--- config.mk ---
export PLATFORM = sky130hd
export DESIGN_NAME = lifo_fifo_buffer
export DESIGN_NICKNAME = d
export VERILOG_FILES = /design/src/rtl/lifo_fifo_pkg.sv /design/src/rtl/lifo_fifo_mem.sv /design/src/rtl/lifo_fifo_buffer.sv
export SDC_FILE = /design/constraint.sdc
export NUM_CORES = 1
export LEC_CHECK = 0
export ABC_AREA = 1
export BUFFER_PORTS_ARGS = -buffer_cell sky130_fd_sc_hd__clkbuf_2
export CAP_MARGIN = 20
export CORE_MARGIN = 5
export CORE_UTILIZATION = 50
export CTS_CLUSTER_DIAMETER = 40
export CTS_CLUSTER_SIZE = 14
export DETAILED_ROUTE_END_ITERATION = 12
export HOLD_SLACK_MARGIN = 0.12
export PLACE_DENSITY = 0.71
export RECOVER_POWER = 100
export SYNTH_ARGS = -nofsm -noshare
export SYNTH_HDL_FRONTEND = slang
export SYNTH_HIERARCHICAL = 1
export SYNTH_SLANG_ARGS = --single-unit
--- constraint.sdc ---
create_clock -name clk -period 2.7 [get_ports clk]
set_input_delay 0.135 -clock clk [delete_from_list [all_inputs] [get_ports clk]]
set_output_delay 0.135 -clock clk [all_outputs]
set_load 0.05 [all_outputs]
--- src/rtl/lifo_fifo_pkg.sv ---
// ============================================================================
// Package     : lifo_fifo_pkg
// Description : Shared order-mode type and default sizing for the LIFO/FIFO buffer.
// Revision    : 1.0 - initial release
// ============================================================================
`default_nettype none

package lifo_fifo_pkg;

    typedef enum logic {
        MODE_FIFO = 1'b0,
        MODE_LIFO = 1'b1
    } mode_e;

    localparam int DEF_DATA_W = 8;
    localparam int DEF_DEPTH  = 16;

endpackage

`default_nettype wire

--- src/rtl/lifo_fifo_mem.sv ---
// ============================================================================
// Module      : lifo_fifo_mem
// Description : DEPTH x DATA_W register file, one write port, one registered read port.
// Revision    : 1.0 - initial release
// ============================================================================
`default_nettype none

module lifo_fifo_mem #(
    parameter int DATA_W = 8,
    parameter int DEPTH  = 16,
    parameter int ADDR_W = $clog2(DEPTH)
) (
    input  logic              clk,
    input  logic              rst_n,
    input  logic              we_i,
    input  logic [ADDR_W-1:0] waddr_i,
    input  logic [DATA_W-1:0] wdata_i,
    input  logic              re_i,
    input  logic [ADDR_W-1:0] raddr_i,
    output logic [DATA_W-1:0] rdata_o
);

    logic [DATA_W-1:0] mem_q [DEPTH];
    logic [DATA_W-1:0] rdata_q;

    // Storage is deliberately left unreset; only the read register clears.
    always_ff @(posedge clk) begin
        if (we_i) begin
            mem_q[waddr_i] <= wdata_i;
        end
    end

    // Reading in the same edge as a write to that address yields the old word.
    always_ff @(posedge clk) begin
        if (!rst_n) begin
            rdata_q <= '0;
        end else if (re_i) begin
            rdata_q <= mem_q[raddr_i];
        end
    end

    assign rdata_o = rdata_q;

endmodule

`default_nettype wire

--- src/rtl/lifo_fifo_buffer.sv ---
// ============================================================================
// Module      : lifo_fifo_buffer
// Description : Single-clock buffer switchable between FIFO and LIFO order.
//               Define LIFO_FIFO_ERR_EN to enable sticky ovf_o/unf_o error flags.
// Revision    : 1.0 - initial release
// ============================================================================
`default_nettype none

module lifo_fifo_buffer
    import lifo_fifo_pkg::*;
#(
    parameter int DATA_W = DEF_DATA_W,
    parameter int DEPTH  = DEF_DEPTH
) (
    input  logic                   clk,
    input  logic                   rst_n,
    input  logic                   mode_i,
    input  logic                   flush_i,
    input  logic                   push_i,
    input  logic [DATA_W-1:0]      push_data_i,
    input  logic                   pop_i,
    output logic [DATA_W-1:0]      pop_data_o,
    output logic                   pop_valid_o,
    output logic                   full_o,
    output logic                   empty_o,
    output logic [$clog2(DEPTH):0] count_o,
    output logic                   ovf_o,
    output logic                   unf_o
);

    localparam int ADDR_W = $clog2(DEPTH);
    localparam int CNT_W  = ADDR_W + 1;
    localparam logic [CNT_W-1:0] CNT_FULL = CNT_W'(DEPTH);

    logic [ADDR_W-1:0] wr_ptr_q, wr_ptr_d;
    logic [ADDR_W-1:0] rd_ptr_q, rd_ptr_d;
    logic [CNT_W-1:0]  count_q, count_d;
    mode_e             mode_q, mode_d;
    logic              full_q, full_d;
    logic              empty_q, empty_d;
    logic              pop_valid_q;

    logic              push_acc;
    logic              pop_acc;
    logic [ADDR_W-1:0] lifo_top;
    logic [ADDR_W-1:0] mem_waddr;
    logic [ADDR_W-1:0] mem_raddr;

    always_comb begin
        push_acc  = push_i && (!full_q || pop_i) && !flush_i;
        pop_acc   = pop_i && !empty_q && !flush_i;
        lifo_top  = count_q[ADDR_W-1:0] - ADDR_W'(1);

        wr_ptr_d  = wr_ptr_q;
        rd_ptr_d  = rd_ptr_q;
        count_d   = count_q;
        mem_waddr = wr_ptr_q;
        mem_raddr = rd_ptr_q;

        // Order can only change while the buffer is idle and empty.
        mode_d = (empty_q && !push_i) ? mode_e'(mode_i) : mode_q;

        if (mode_q == MODE_LIFO) begin
            mem_raddr = lifo_top;
            mem_waddr = pop_acc ? lifo_top : count_q[ADDR_W-1:0];
        end

        if (flush_i) begin
            wr_ptr_d = '0;
            rd_ptr_d = '0;
            count_d  = '0;
        end else begin
            if (mode_q == MODE_FIFO) begin
                if (push_acc) wr_ptr_d = wr_ptr_q + ADDR_W'(1);
                if (pop_acc)  rd_ptr_d = rd_ptr_q + ADDR_W'(1);
            end
            case ({push_acc, pop_acc})
                2'b10:   count_d = count_q + CNT_W'(1);
                2'b01:   count_d = count_q - CNT_W'(1);
                default: count_d = count_q;
            endcase
        end

        full_d  = (count_d == CNT_FULL);
        empty_d = (count_d == '0);
    end

    always_ff @(posedge clk) begin
        if (!rst_n) begin
            wr_ptr_q    <= '0;
            rd_ptr_q    <= '0;
            count_q     <= '0;
            mode_q      <= MODE_FIFO;
            full_q      <= 1'b0;
            empty_q     <= 1'b1;
            pop_valid_q <= 1'b0;
        end else begin
            wr_ptr_q    <= wr_ptr_d;
            rd_ptr_q    <= rd_ptr_d;
            count_q     <= count_d;
            mode_q      <= mode_d;
            full_q      <= full_d;
            empty_q     <= empty_d;
            pop_valid_q <= pop_acc;
        end
    end

    lifo_fifo_mem #(
        .DATA_W (DATA_W),
        .DEPTH  (DEPTH),
        .ADDR_W (ADDR_W)
    ) u_mem (
        .clk     (clk),
        .rst_n   (rst_n),
        .we_i    (push_acc),
        .waddr_i (mem_waddr),
        .wdata_i (push_data_i),
        .re_i    (pop_acc),
        .raddr_i (mem_raddr),
        .rdata_o (pop_data_o)
    );

`ifdef LIFO_FIFO_ERR_EN
    logic ovf_q;
    logic unf_q;

    always_ff @(posedge clk) begin
        if (!rst_n || flush_i) begin
            ovf_q <= 1'b0;
            unf_q <= 1'b0;
        end else begin
            if (push_i && !push_acc) ovf_q <= 1'b1;
            if (pop_i && empty_q)    unf_q <= 1'b1;
        end
    end

    assign ovf_o = ovf_q;
    assign unf_o = unf_q;
`else
    assign ovf_o = 1'b0;
    assign unf_o = 1'b0;
`endif

    assign pop_valid_o = pop_valid_q;
    assign full_o      = full_q;
    assign empty_o     = empty_q;
    assign count_o     = count_q;

endmodule

`default_nettype wire

Word-level counts from Yosys, hierarchy flattened --
Memory sizes are Yosys's and may differ from the RTL's. A register that Yosys moved wholly into a read port is not among the register bits. Index checks and enable logic that the tools add are counted.
Operators by class: multiplexer cells 7, bitwise operators 2, reduce and logical (&&, ||, !) cells 15, eq/ne operators 3, add/subtract/negate cells 5
Operators by type and width (count):
- $mux 4 | 3
- $pmux 5 s2 | 1
- $add 4x1->4 const B | 2
- $add 5x1->5 const B | 1
- $eq 5x5->1 const B | 1
- $logic_and 1x1->1 | 5
- $logic_not 1->1 | 5
- $logic_not 5->1 | 1
- $mux 5 | 1
- $sub 5x1->5 const B | 1
- $reduce_and 2->1 | 2
- $sub 4x1->4 const B | 1
- $eq 2x1->1 const B | 1
- $eq 2x2->1 const B | 1
- $mux 1 | 2
- $not 1->1 | 2
- $reduce_or 2->1 | 1
- $logic_or 1x1->1 | 1
Storage, ports and cells: input bits 14, memories 1, RAM bits 128, output and inout bits 18, word-level logic and storage cells 40, bits in registers 17
Memory list:
- u_mem.mem_q | words 16, width 8, read ports 1, clocked after Yosys merged registers in 1, write ports 1, line lifo_fifo_mem.sv:23 | logic [DATA_W-1:0] mem_q [DEPTH];

Logic depth before layout (Yosys ltp) --
Gate-level depths: netlist (run 1).
depth after elaboration 8, mapped depth 21, gate-level depth less buffers 21

By module --
The synthesis (run 1) kept the hierarchy.
By module, submodules not included:
- lifo_fifo_mem | cells an instance 492, area each 5576.6 um^2, sequential area each 4003.8 um^2, times used 1
- lifo_fifo_buffer | cells an instance 165, area each 1132.3 um^2, sequential area each 340.3 um^2, times used 1

Least setup slack after synthesis (run 1) --
No wires, ideal clock.
path type flip-flop to flip-flop, from reg count_q[0] (netlist: count_o[0]), to mem u_mem.mem_q[4][0], enable pin, stages on the path, launching flop included 11, data required time 2.330 ns, path buffers 0, data arrival time 2.213 ns, slack 0.117 ns, cell sequence dfxtp_1 -> inv_1 -> ha_1 -> xnor2_1 -> a21oi_1 -> o21ai_0 -> o21ai_0 -> inv_1 -> nor2_1 -> nand2_1 -> nor2_1
On the way: cells in the longest elaborated chain, start to end 3
RTL lines:
- start: declaration | line lifo_fifo_buffer.sv:37 | logic [CNT_W-1:0] count_q, count_d;
- start signal: assignment | line lifo_fifo_buffer.sv:100 | count_q <= count_d;
- $sub 4x1->4 | line lifo_fifo_buffer.sv:52 | lifo_top = count_q[ADDR_W-1:0] - ADDR_W'(1);
- $mux 4 | line lifo_fifo_buffer.sv:65 | mem_waddr = pop_acc ? lifo_top : count_q[ADDR_W-1:0];
- $mux 4 | line lifo_fifo_buffer.sv:63 | if (mode_q == MODE_LIFO) begin
- named net mem_waddr[2] | line lifo_fifo_buffer.sv:46 | logic [ADDR_W-1:0] mem_waddr;
- end: declaration | line lifo_fifo_mem.sv:23
The timed path passes the listed nets, and every way through them passes these cells.

Final worst setup path (run 1) --
from reg count_q[0] (netlist: count_o[0]), to mem u_mem.mem_q[5][5], enable pin
The elaborated chain is that of the path after synthesis.

==> metrics.md, run 1 <==
| Metric | Value |
|---|---|
| Largest area contributor in the netlist | edfxtp_1 |
| Fin. Hold Viols | 0 |
| Fmax | 0.411 GHz |
| R2r worst-path depth | 11 |
| Detailed placement HPWL | 9780 µm |
| CTS Buffer Depth | 2 |
| Critical Path Fanout Max | 8 |
| Fin crit share | 0.900 |
| Sink Count | 153 |
| Pwr Density | 743 mW/mm² |
| Worst reg2reg path startpoint | count_o[0]$_SDFF_PN0_ |
| Detail Route Antenna Nets | 0 |
| Root Driver | clkbuf_16 |
| Combinational power share | 0.108 |
| Buf/Inv on CP | 3 |
| Predominant post-synthesis flop cell | edfxtp_1 |
| Placeable Area | 0.0132 mm² |
| Max_cap viols | 0 |
| Share of post-route cells with drive strength above 1 | 0.101 |
| Post-synth EDFFs | 128 |
| GRT Total Usage | 0.203 |
| Cts repair resizes | 0 |
| DR WL/cell | 17.3 µm |
| Crit start category | flip-flop |
| Setup TNS | 0 ns |
| Number of synthesized register bits | 153 |
| Largest net degree at the start of global routing | 65 |
| Worst skew pair latency | 0.41 ns |
| Via count | 4750 |
| PortBufs | 29 |
| Seq pwr share | 0.461 |
| Crit path max-delay family | buffers and inverters |
| Hold path depth | 4 |
| WL final | 15400 µm |
| Synth warnings | 6 |
| Worst Path Arrival | 2.54 ns |
| Net Switching | 1360 µW |
| WP data required | 2.80 ns |
| Cell variety after synth | 29 |
| Initial antenna violation count | 0 |
| CP max-delay cell | dfxtp_1 |
| Antenna cells | 0 |
| Sw frac | 0.241 |
| Most common cell in the netlist | nand2_1 |
| TritonCTS clock tree | built |
| Vias in the first global route | 4710 |
| Final max-slew violation count | 0 |
| Worst-Margin Slew | 0.888 ns |
| Routability Congestion | 0.876 |
| Total Power | 5640 µW |
| CTS clock-pin slew for the worst setup and hold paths | 0.06 ns |
| Reg2reg setup slack | 0.27 ns |
| I/O pin count | 32 |
| Main area contributors after synthesis | edfxtp_1 (57%), nand2_1 (12%), nand3_1 (8.4%) |
| Skew final | 0.00623 ns |
| Clock Power Share | 0.431 |
| Post-synthesis sequential area ratio | 0.648 |
| Minimum clock period | 2.43 ns |
| Starting Density | 0.509 |
| Synth Instances | 657 |
| H-tree Lvls | 4 |
| Cts bufs inserted | 17 |
| Die width | 126 µm |
| NumNets Final | 724 |
| Max incr delay on CP | 0.45 ns |
| DRT Pass-1 Iters | 6 |
| Synthesis-to-finish area growth | 13.1% |
| Drt drc | 0 |
| Setup violators final | 0 |
| Min-Delay Endpoint | count_o[1]$_SDFF_PN0_ |
| Die ar. | 0.0158 mm² |
| RSZ-0062 raised after global routing | no |
| Pint | 4280 µW |
| Hold Path Class | in2reg |
| Synth Cell Area | 0.00671 mm² |
| Initial drt markers | 586 |
| Outcome | finished, final reports clean |
| WS Path Type | reg2reg |
| Crit path cell chain | inv_1 -> ha_1 -> xnor2_1 -> a21oi_1 -> o21ai_0 -> o21ai_0 -> inv_1 -> nor2_1 -> nand2_1 -> nor2_1 -> clkbuf_2 |
| Grt ovf | 0 |
| Setup crit end kind | flip-flop |
| Commonest cells post-synth | nand2_1 (211), edfxtp_1 (128), nand3_1 (112), nor2_1 (47), inv_1 (36) |
| Top-area cell type share of the netlist area | 0.573 |
| Hold path startpoint | flush_i |
| First-pass GRT wire length | 25000 µm |
| Die Ht | 126 µm |
| Cell Rows | 42 |
| Avg Cell Area, Syn | 10.2 µm² |
| R2R Path End | u_mem/mem_q[5][5]$_DFFE_PP_ |
| Asr flop ratio synth | 0 |
| Max_slew headroom | 0.408 |
| Maximum VDD drop | 0.000492 V |
| LEAKAGE | 0.00293 µW |
| Vias per cell | 5.33 |
-- registers in the layout, indices dropped and copies added (netlist names), 4 cells and up --
register       cells
count_o            5
rd_ptr_q           4
u_mem/mem_q      128
u_mem/rdata_o      8
wr_ptr_q           4
-- area by class of cell --
type	instances	area [µm²]
Clock buffer	18	429
Timing Repair Buffer	57	308
Fill cell	1100	5600
Inverter	42	158
Tap cell	176	220
Clock inverter	12	174
Sequential cell	153	4340
Multi-Input combinational cell	433	1960
-- power by group through the flow --
stage          sequential [µW]  combinational [µW]  clock [µW]
6_report                  2600                 610        2430
3_5_place_dp              2650                 612           0
3_3_place_gp              2650                 603           0
4_1_cts                   2600                 620        2460
5_1_grt                   2600                 677        2570
2_1_floorplan             2690                 416           0
-- worst min-delay path, stage by stage --
cell	delay [ns]
clkbuf_2	0.19
a21oi_1	0.05
o21ai_0	0.10
nor2_1	0.06
-- stage by stage --
| stage | area [µm²] | setup slack [ns] | hold WS [ns] | std cells | utilization |
|---|---|---|---|---|---|
| 3_5_place_dp | 7050 | 0.423 | 0.370 | 858 | 0.535 |
| 3_3_place_gp | 7050 | 0.465 | 0.375 | 858 | 0.535 |
| 6_report | 7590 | 0.269 | 0.175 | 891 | 0.576 |
| 5_1_grt | 7590 | 0.0941 | 0.197 | 891 | 0.576 |
| 2_1_floorplan | 6710 | 0.117 | 0.204 | 658 | - |
| 4_1_cts | 7680 | 0.367 | 0.172 | 891 | 0.583 |
-- layer usage --
metal  vias to the layer above  global-route usage  wire [µm]
met1                      2240               0.273       6590
met4                         0              0.0726        324
met2                       174               0.324       7470
li1                       2311                   -          -
met3                        25              0.0483        992
met5                         -                   0          0
-- logic make-up after synthesis --
logic type,share of synthesized area
flops,0.648
buf+inv,0.0580
simple gates,0.253
compound gates,0.0250
other cells,0.000559
xor+xnor,0.00522
fa+ha+maj,0.0112
-- cell usage in the layout, fill, tap and decap left out, types with 12 or more instances in the layout --
cell	Yosys	layout
dfxtp_1	25	25
nor2_1	47	47
inv_1	36	36
nand3_1	112	113
o21ai_0	12	12
clkbuf_2	0	17
nand2_1	211	215
edfxtp_1	128	128
clkbuf_16	0	17
clkbuf_1	2	27
-- worst max path at each step --
| stage | start | to | slack, ns | cells past startpoint |
|---|---|---|---|---|
| 5_1_grt | full_o$_SDFF_PN0_ | empty_o$_SDFF_PN1_ | 0.09 | 15 |
| 4_1_cts | count_o[0]$_SDFF_PN0_ | u_mem/mem_q[5][4]$_DFFE_PP_ | 0.37 | 11 |
| 3_3_place_gp | count_o[0]$_SDFF_PN0_ | u_mem/mem_q[5][4]$_DFFE_PP_ | 0.46 | 11 |
| 2_1_floorplan | count_o[0]$_SDFF_PN0_ | u_mem/mem_q[4][0]$_DFFE_PP_ | 0.12 | 10 |
| 6_report | count_o[0]$_SDFF_PN0_ | u_mem/mem_q[5][5]$_DFFE_PP_ | 0.27 | 11 |
| 3_5_place_dp | count_o[0]$_SDFF_PN0_ | u_mem/mem_q[12][0]$_DFFE_PP_ | 0.42 | 9 |
-- repair_timing --
action,in CTS,in global routing
endpoints found under the hold margin,7,0
hold buffers,3,0
endpoints found under the setup margin,0,0
setup buffers,0,0
Note: power is estimated with default switching activity, not from simulation.
==> run 2: changes to the inputs <==
Settings changed: CELL_PAD_IN_SITES_DETAIL_PLACEMENT set to 1, CELL_PAD_IN_SITES_GLOBAL_PLACEMENT set to 1, CORE_UTILIZATION 50 to 48, PLACE_DENSITY 0.71 to 0.83, SLEW_MARGIN set to 25.
==> metrics.md, run 2 (same netlist as run 1, synthesis figures left out) <==
| Metric | Value |
|---|---|
| Outcome | finished, final reports clean |
| Minimum clock period | 2.58 ns (+0.147 ns) |
| Placeable Area | 0.0138 mm² (+4.4%) |
| Cell Rows | 43 (+2.4%) |
| Instance count on the critical path | 10 (-1) |
| Largest net degree at the start of global routing | 65 (unchanged) |
| Fin. Hold Viols | 0 (unchanged) |
| Via count | 4994 (+5.1%) |
| Synthesis-to-finish area growth | 12.0% |
| Die ar. | 0.0164 mm² (+3.8%) |
| TritonCTS clock tree | built |
| RSZ-0062 raised after global routing | no |
| Die Ht | 128 µm (+1.9%) |
| First-pass GRT wire length | 29000 µm (+16%) |
| Max_slew headroom | 0.328 (-0.0797) |
| Max incr delay on CP | 0.49 ns (+0.04 ns) |
| Most common cell after layout, fill and taps aside | nand2_1 |
| Crit path capture | u_mem/mem_q[3][2]$_DFFE_PP_ |
| CP max-delay cell | dfxtp_1 |
| Setup crit end kind | flip-flop |
| Sink Count | 153 (unchanged) |
| Critical Path Fanout Max | 8 (unchanged) |
| R2R Path End | u_mem/mem_q[3][2]$_DFFE_PP_ |
| Cts repair resizes | 0 (unchanged) |
| Pwr Density | 718 mW/mm² (-3.4%) |
| GRT Total Usage | 0.236 (+0.0338) |
| Worst skew pair latency | 0.42 ns (about the same) |
| H-tree Lvls | 4 (unchanged) |
| Starting Density | 0.487 (-0.0215) |
| Antenna cells | 0 (unchanged) |
| Final max-slew violation count | 0 (unchanged) |
| Worst-Margin Slew | 1.01 ns (+0.120 ns) |
| CTS Buffer Depth | 2 (unchanged) |
| Detail Route Antenna Nets | 0 (unchanged) |
| Detailed placement HPWL | 11900 µm (+22%) |
| Setup Buffers After CTS | 0 (unchanged) |
| PortBufs | 29 (unchanged) |
| Vias in the first global route | 5284 (+12%) |
| Max_cap viols | 0 (unchanged) |
| Worst reg2reg path startpoint | count_o[0]$_SDFF_PN0_ |
| Skew final | 0.00757 ns (+0.00134 ns) |
| Vias per cell | 5.57 (+4.6%) |
| Hold Path Class | in2reg |
| DRT Pass-1 Iters | 5 (-1) |
| Share of post-route cells with drive strength above 1 | 0.0922 (-0.00852) |
| Worst setup startpoint | count_o[0]$_SDFF_PN0_ |
| Crit path max-delay family | flip-flops |
| LEAKAGE | 0.00289 µW (-1.5%) |
| Total Power | 5400 µW (-4.3%) |
| Die width | 128 µm (+1.9%) |
| Setup violators final | 0 (unchanged) |
| Buf/Inv on CP | 2 (-1) |
| Reg2reg setup slack | 0.12 ns (-0.15 ns) |
| NumNets Final | 723 (-0.14%) |
| Max reg flops | 128 (unchanged) |
| Routability Congestion | 0.837 (-4.5%) |
| Largest reg by FF count | u_mem/mem_q |
| Fin crit share | 0.955 (+0.0545) |
| Drt drc | 0 (unchanged) |
| Crit path cell chain | inv_1 -> ha_1 -> xnor2_1 -> a21oi_1 -> o21ai_0 -> o21ai_0 -> nor2_1 -> nand2_1 -> nor2_1 -> clkbuf_2 |
| Crit start category | flip-flop |
| CTS clock-pin slew for the worst setup and hold paths | 0.06 ns (about the same) |
| DR WL/cell | 20.5 µm (+19%) |
| Cts bufs inserted | 17 (unchanged) |
| Initial antenna violation count | 0 (unchanged) |
| Worst Path Arrival | 2.68 ns (+0.14 ns) |
| WL final | 18400 µm (+20%) |
| Initial drt markers | 363 (-38%) |
| WP data required | 2.80 ns (about the same) |
| I/O pin count | 32 (unchanged) |
| Grt ovf | 0 (unchanged) |
| Root Driver | clkbuf_16 |
| R2r worst-path depth | 10 (-1) |
| Setup TNS | 0 ns (unchanged) |
| WS Path Type | reg2reg |
| Most frequent cells in the layout | nand2_1 (214), edfxtp_1 (128), nand3_1 (113) |
| Hold buffers post-CTS | 4 (+1) |
| Maximum VDD drop | 0.000416 V (-16%) |
| Fmax | 0.388 GHz (-5.7%) |
| Fillers | 1558 (+42%) |
==> run 2: worst min-delay path by stage <==
| stage | from | end | slack (ns) | depth (start not counted) |
|---|---|---|---|---|
| floorplan | rst_n | empty_o$_SDFF_PN1_ | 0.20 | 1 |
| global placement | rst_n | empty_o$_SDFF_PN1_ | 0.39 | 2 |
| detailed placement | rst_n | empty_o$_SDFF_PN1_ | 0.39 | 2 |
| CTS | flush_i | count_o[3]$_SDFF_PN0_ | 0.18 | 4 |
| global route | flush_i | count_o[3]$_SDFF_PN0_ | 0.18 | 4 |
| finish | flush_i | count_o[3]$_SDFF_PN0_ | 0.18 | 4 |
==> run 2: power breakdown <==
part,switching (µW),internal (µW)
logic,471,163
registers,19.4,2580
clock network,882,1280
==> run 2: area by class of cell <==
| cell class | instances | area, µm² | share of cell area |
|---|---|---|---|
| clock buffer | 26 | 469 | 0.0624 |
| tap | 180 | 225 | 0.0300 |
| timing repair buffer | 56 | 307 | 0.0408 |
| clock inverter | 6 | 52.6 | 0.00699 |
| sequential | 153 | 4340 | 0.578 |
| multi-input combinational | 433 | 1960 | 0.261 |
| inverter | 42 | 158 | 0.0210 |
==> run 2: worst min-delay path, delay by kind of cell <==
kind                   cells  cell delay [ns]
and+or+nand+nor            2             0.12
buffers and inverters      1             0.19
AOI/OAI and AO/OA          1             0.11
==> run 2: metal layers <==
layer,global-route usage,share of wire
met5,0,0
met4,0.0868,0.023
met3,0.0538,0.061
met2,0.409,0.52
met1,0.288,0.40
==> run 2: per-stage QoR <==
stage / cells / utilization / setup WS (ns) / hold slack [ns] / cell area [µm²]
CTS: 896 / 0.552 / 0.247 / 0.177 / 7600
finish: 896 / 0.546 / 0.122 / 0.176 / 7520
global placement: 860 / 0.511 / 0.408 / 0.392 / 7040
global route: 896 / 0.546 / 0.0369 / 0.175 / 7520
floorplan: 658 / - / 0.117 / 0.204 / 6710
detailed placement: 860 / 0.511 / 0.311 / 0.385 / 7040
==> run 3: changes to the inputs <==
Settings changed: CORE_MARGIN 5 to 10, CORE_UTILIZATION 48 to 44, PLACE_DENSITY 0.83 to 0.8.
Clock period 2.7 ns to 2.2 ns, I/O delays scaled along.
==> metrics.md, run 3 (same netlist as run 1, synthesis figures left out) <==
| Metric | Value |
|---|---|
| Most common cell after layout, fill and taps aside | nand2_1 |
| Hold WS | 0.241 ns (+0.0654 ns) |
| Max_slew headroom | 0.288 (-0.0404) |
| Via count | 5143 (+3.0%) |
| Outcome | finished with violations |
| Worst-Margin Slew | 1.07 ns (+0.0607 ns) |
| Cts bufs inserted | 17 (unchanged) |
| First-pass GRT wire length | 30100 µm (+3.9%) |
| Die Ht | 143 µm (+12%) |
| Detailed placement HPWL | 12400 µm (+4.1%) |
| Hold Path Class | in2reg |
| Setup crit end kind | flip-flop |
| CTS clock-pin slew for the worst setup and hold paths | 0.06 ns (about the same) |
| Initial antenna violation count | 0 (unchanged) |
| Routability Congestion | 0.863 (+3.1%) |
| Critical Path Fanout Max | 8 (unchanged) |
| Most used cell, CP | buf_4 |
| Worst skew pair latency | 0.43 ns (about the same) |
| WP data required | 2.34 ns (-0.46 ns) |
| CP max-delay cell | dfxtp_1 |
| Vias per cell | 5.56 (-0.25%) |
| WS Path Type | reg2reg |
| PortBufs | 29 (unchanged) |
| Maximum VDD drop | 0.000595 V (+43%) |
| TritonCTS clock tree | built |
| WL final | 19700 µm (+7.1%) |
| Synthesis-to-finish area growth | 19.3% |
| Total Power | 7070 µW (+31%) |
| Die ar. | 0.0206 mm² (+25%) |
| DRT Pass-1 Iters | 5 (unchanged) |
| Failing checks | setup timing |
| Sink Count | 153 (unchanged) |
| Crit path max-delay family | buffers and inverters |
| Post-route setup slack | -0.00936 ns (-0.131 ns) |
| Antenna cells | 0 (unchanged) |
| NumNets Final | 745 (+3.0%) |
| Crit start category | flip-flop |
| Buf/Inv on CP | 4 (+2) |
| Pwr Density | 883 mW/mm² (+23%) |
| Starting Density | 0.445 (-0.0425) |
| Die width | 143 µm (+12%) |
| Crit path cell chain | nor3_4 -> buf_4 -> buf_4 -> a21oi_2 -> o21ai_0 -> o21ai_1 -> buf_4 -> nor2_2 -> nand2_2 -> nor2_2 -> buf_4 |
| Detail Route Antenna Nets | 0 (unchanged) |
| Fmax | 0.453 GHz (+17%) |
| Final max-slew violation count | 0 (unchanged) |
| Skew final | 0.00743 ns (-0.000147 ns) |
| Vias in the first global route | 5402 (+2.2%) |
| Minimum clock period | 2.21 ns (-0.369 ns) |
| Fin. Hold Viols | 0 (unchanged) |
| Setup violators final | 8 (+8) |
| Grt ovf | 0 (unchanged) |
| Drt drc | 0 (unchanged) |
| LEAKAGE | 0.00305 µW (+5.8%) |
| Max reg flops | 128 (unchanged) |
| DR WL/cell | 21.3 µm (+3.7%) |
| I/O pin count | 32 (unchanged) |
| Root Driver | clkbuf_16 |
| Most frequent cells in the layout | nand2_1 (208), edfxtp_1 (128), nand3_1 (110) |
| Largest reg by FF count | u_mem/mem_q |
| H-tree Lvls | 4 (unchanged) |
| Max_cap viols | 0 (unchanged) |
| Largest net degree at the start of global routing | 52 (-20%) |
| Cell Rows | 45 (+4.7%) |
| Max incr delay on CP | 0.35 ns (-0.14 ns) |
| Initial drt markers | 387 (+6.6%) |
| Worst Path Arrival | 2.35 ns (-0.33 ns) |
| CTS Buffer Depth | 2 (unchanged) |
| Fin crit share | 1.00 (+0.0494) |
| Placeable Area | 0.0151 mm² (+9.6%) |
| Share of post-route cells with drive strength above 1 | 0.182 (+0.0896) |
| GRT Total Usage | 0.193 (-0.0430) |
## run 3: changes by cell type in the layout (fill, tap and decap cells not counted), moves of 7 or more
cell	previous run	this run
buf_4	9	34
nor2_1	47	34
clkbuf_2	16	5
nor2_2	0	10
clkbuf_1	33	25
buf_6	0	7
clkinvlp_4	0	7
o21ai_0	13	6
## run 3: worst paths after layout
path | startpoint | to | slack [ns] | cells past startpoint
worst min register to register | rd_ptr_q[3]$_SDFFE_PP0P_ | rd_ptr_q[3]$_SDFFE_PP0P_ | 0.49 | 2
worst max register to register | empty_o$_SDFF_PN1_ | u_mem/mem_q[1][6]$_DFFE_PP_ | -0.009 | 11
worst max-delay path | empty_o$_SDFF_PN1_ | u_mem/mem_q[1][6]$_DFFE_PP_ | -0.009 | 11
worst min-delay path | flush_i | count_o[2]$_SDFF_PN0_ | 0.24 | 5
## run 3: layer usage
| metal | GRT usage | up-vias | routed length, µm |
|---|---|---|---|
| li1 | - | 2354 | - |
| met1 | 0.237 | 2609 | 8330 |
| met2 | 0.333 | 145 | 10100 |
| met3 | 0.0376 | 35 | 873 |
| met4 | 0.0677 | 0 | 425 |
| met5 | 0 | - | 0 |
## run 3: power by group
part,switching [µW],internal (µW),leakage [µW]
clock,1220,1780,0.000272
combinational,622,252,0.00142
sequential,22.8,3170,0.00136
## run 3: cell type report
type / count / area, µm²
inverter: 42 / 161
clock buffer: 17 / 425
timing repair buffer: 78 / 548
multi-input combinational: 433 / 2110
sequential: 153 / 4350
fill: 1681 / 7080
clock inverter: 14 / 174
tap: 188 / 235
## run 3: repair_timing
item | 4_1_cts | 5_1_grt
endpoints found under the setup margin | 106 | 131
gates resized for setup | 13 | 29
pin swaps | 1 | 6
endpoints found under the hold margin | 9 | 0
hold buffers | 4 | 0
buffers inserted | 0 | 8
## run 3: worst reg2reg max path, cell delays in order, from the launching register on
cell	delay, ns
dfxtp_1	0.35
nor3_4	0.23
buf_4	0.19
buf_4	0.12
a21oi_2	0.04
o21ai_0	0.08
o21ai_1	0.13
buf_4	0.17
nor2_2	0.15
nand2_2	0.14
nor2_2	0.12
buf_4	0.19
## run 3: stage by stage
stage | util | setup TNS, ns | instances | cell area [µm²] | worst slack, ns
2_1_floorplan | - | -7.63 | 658 | 6740 | -0.0771
3_3_place_gp | 0.477 | 0 | 882 | 7190 | 0.114
3_5_place_dp | 0.477 | -3.14 | 882 | 7190 | -0.115
4_1_cts | 0.522 | 0 | 917 | 7880 | 0.00459
5_1_grt | 0.531 | -4.70 | 925 | 8010 | -0.102
6_report | 0.531 | -0.0535 | 925 | 8010 | -0.00936
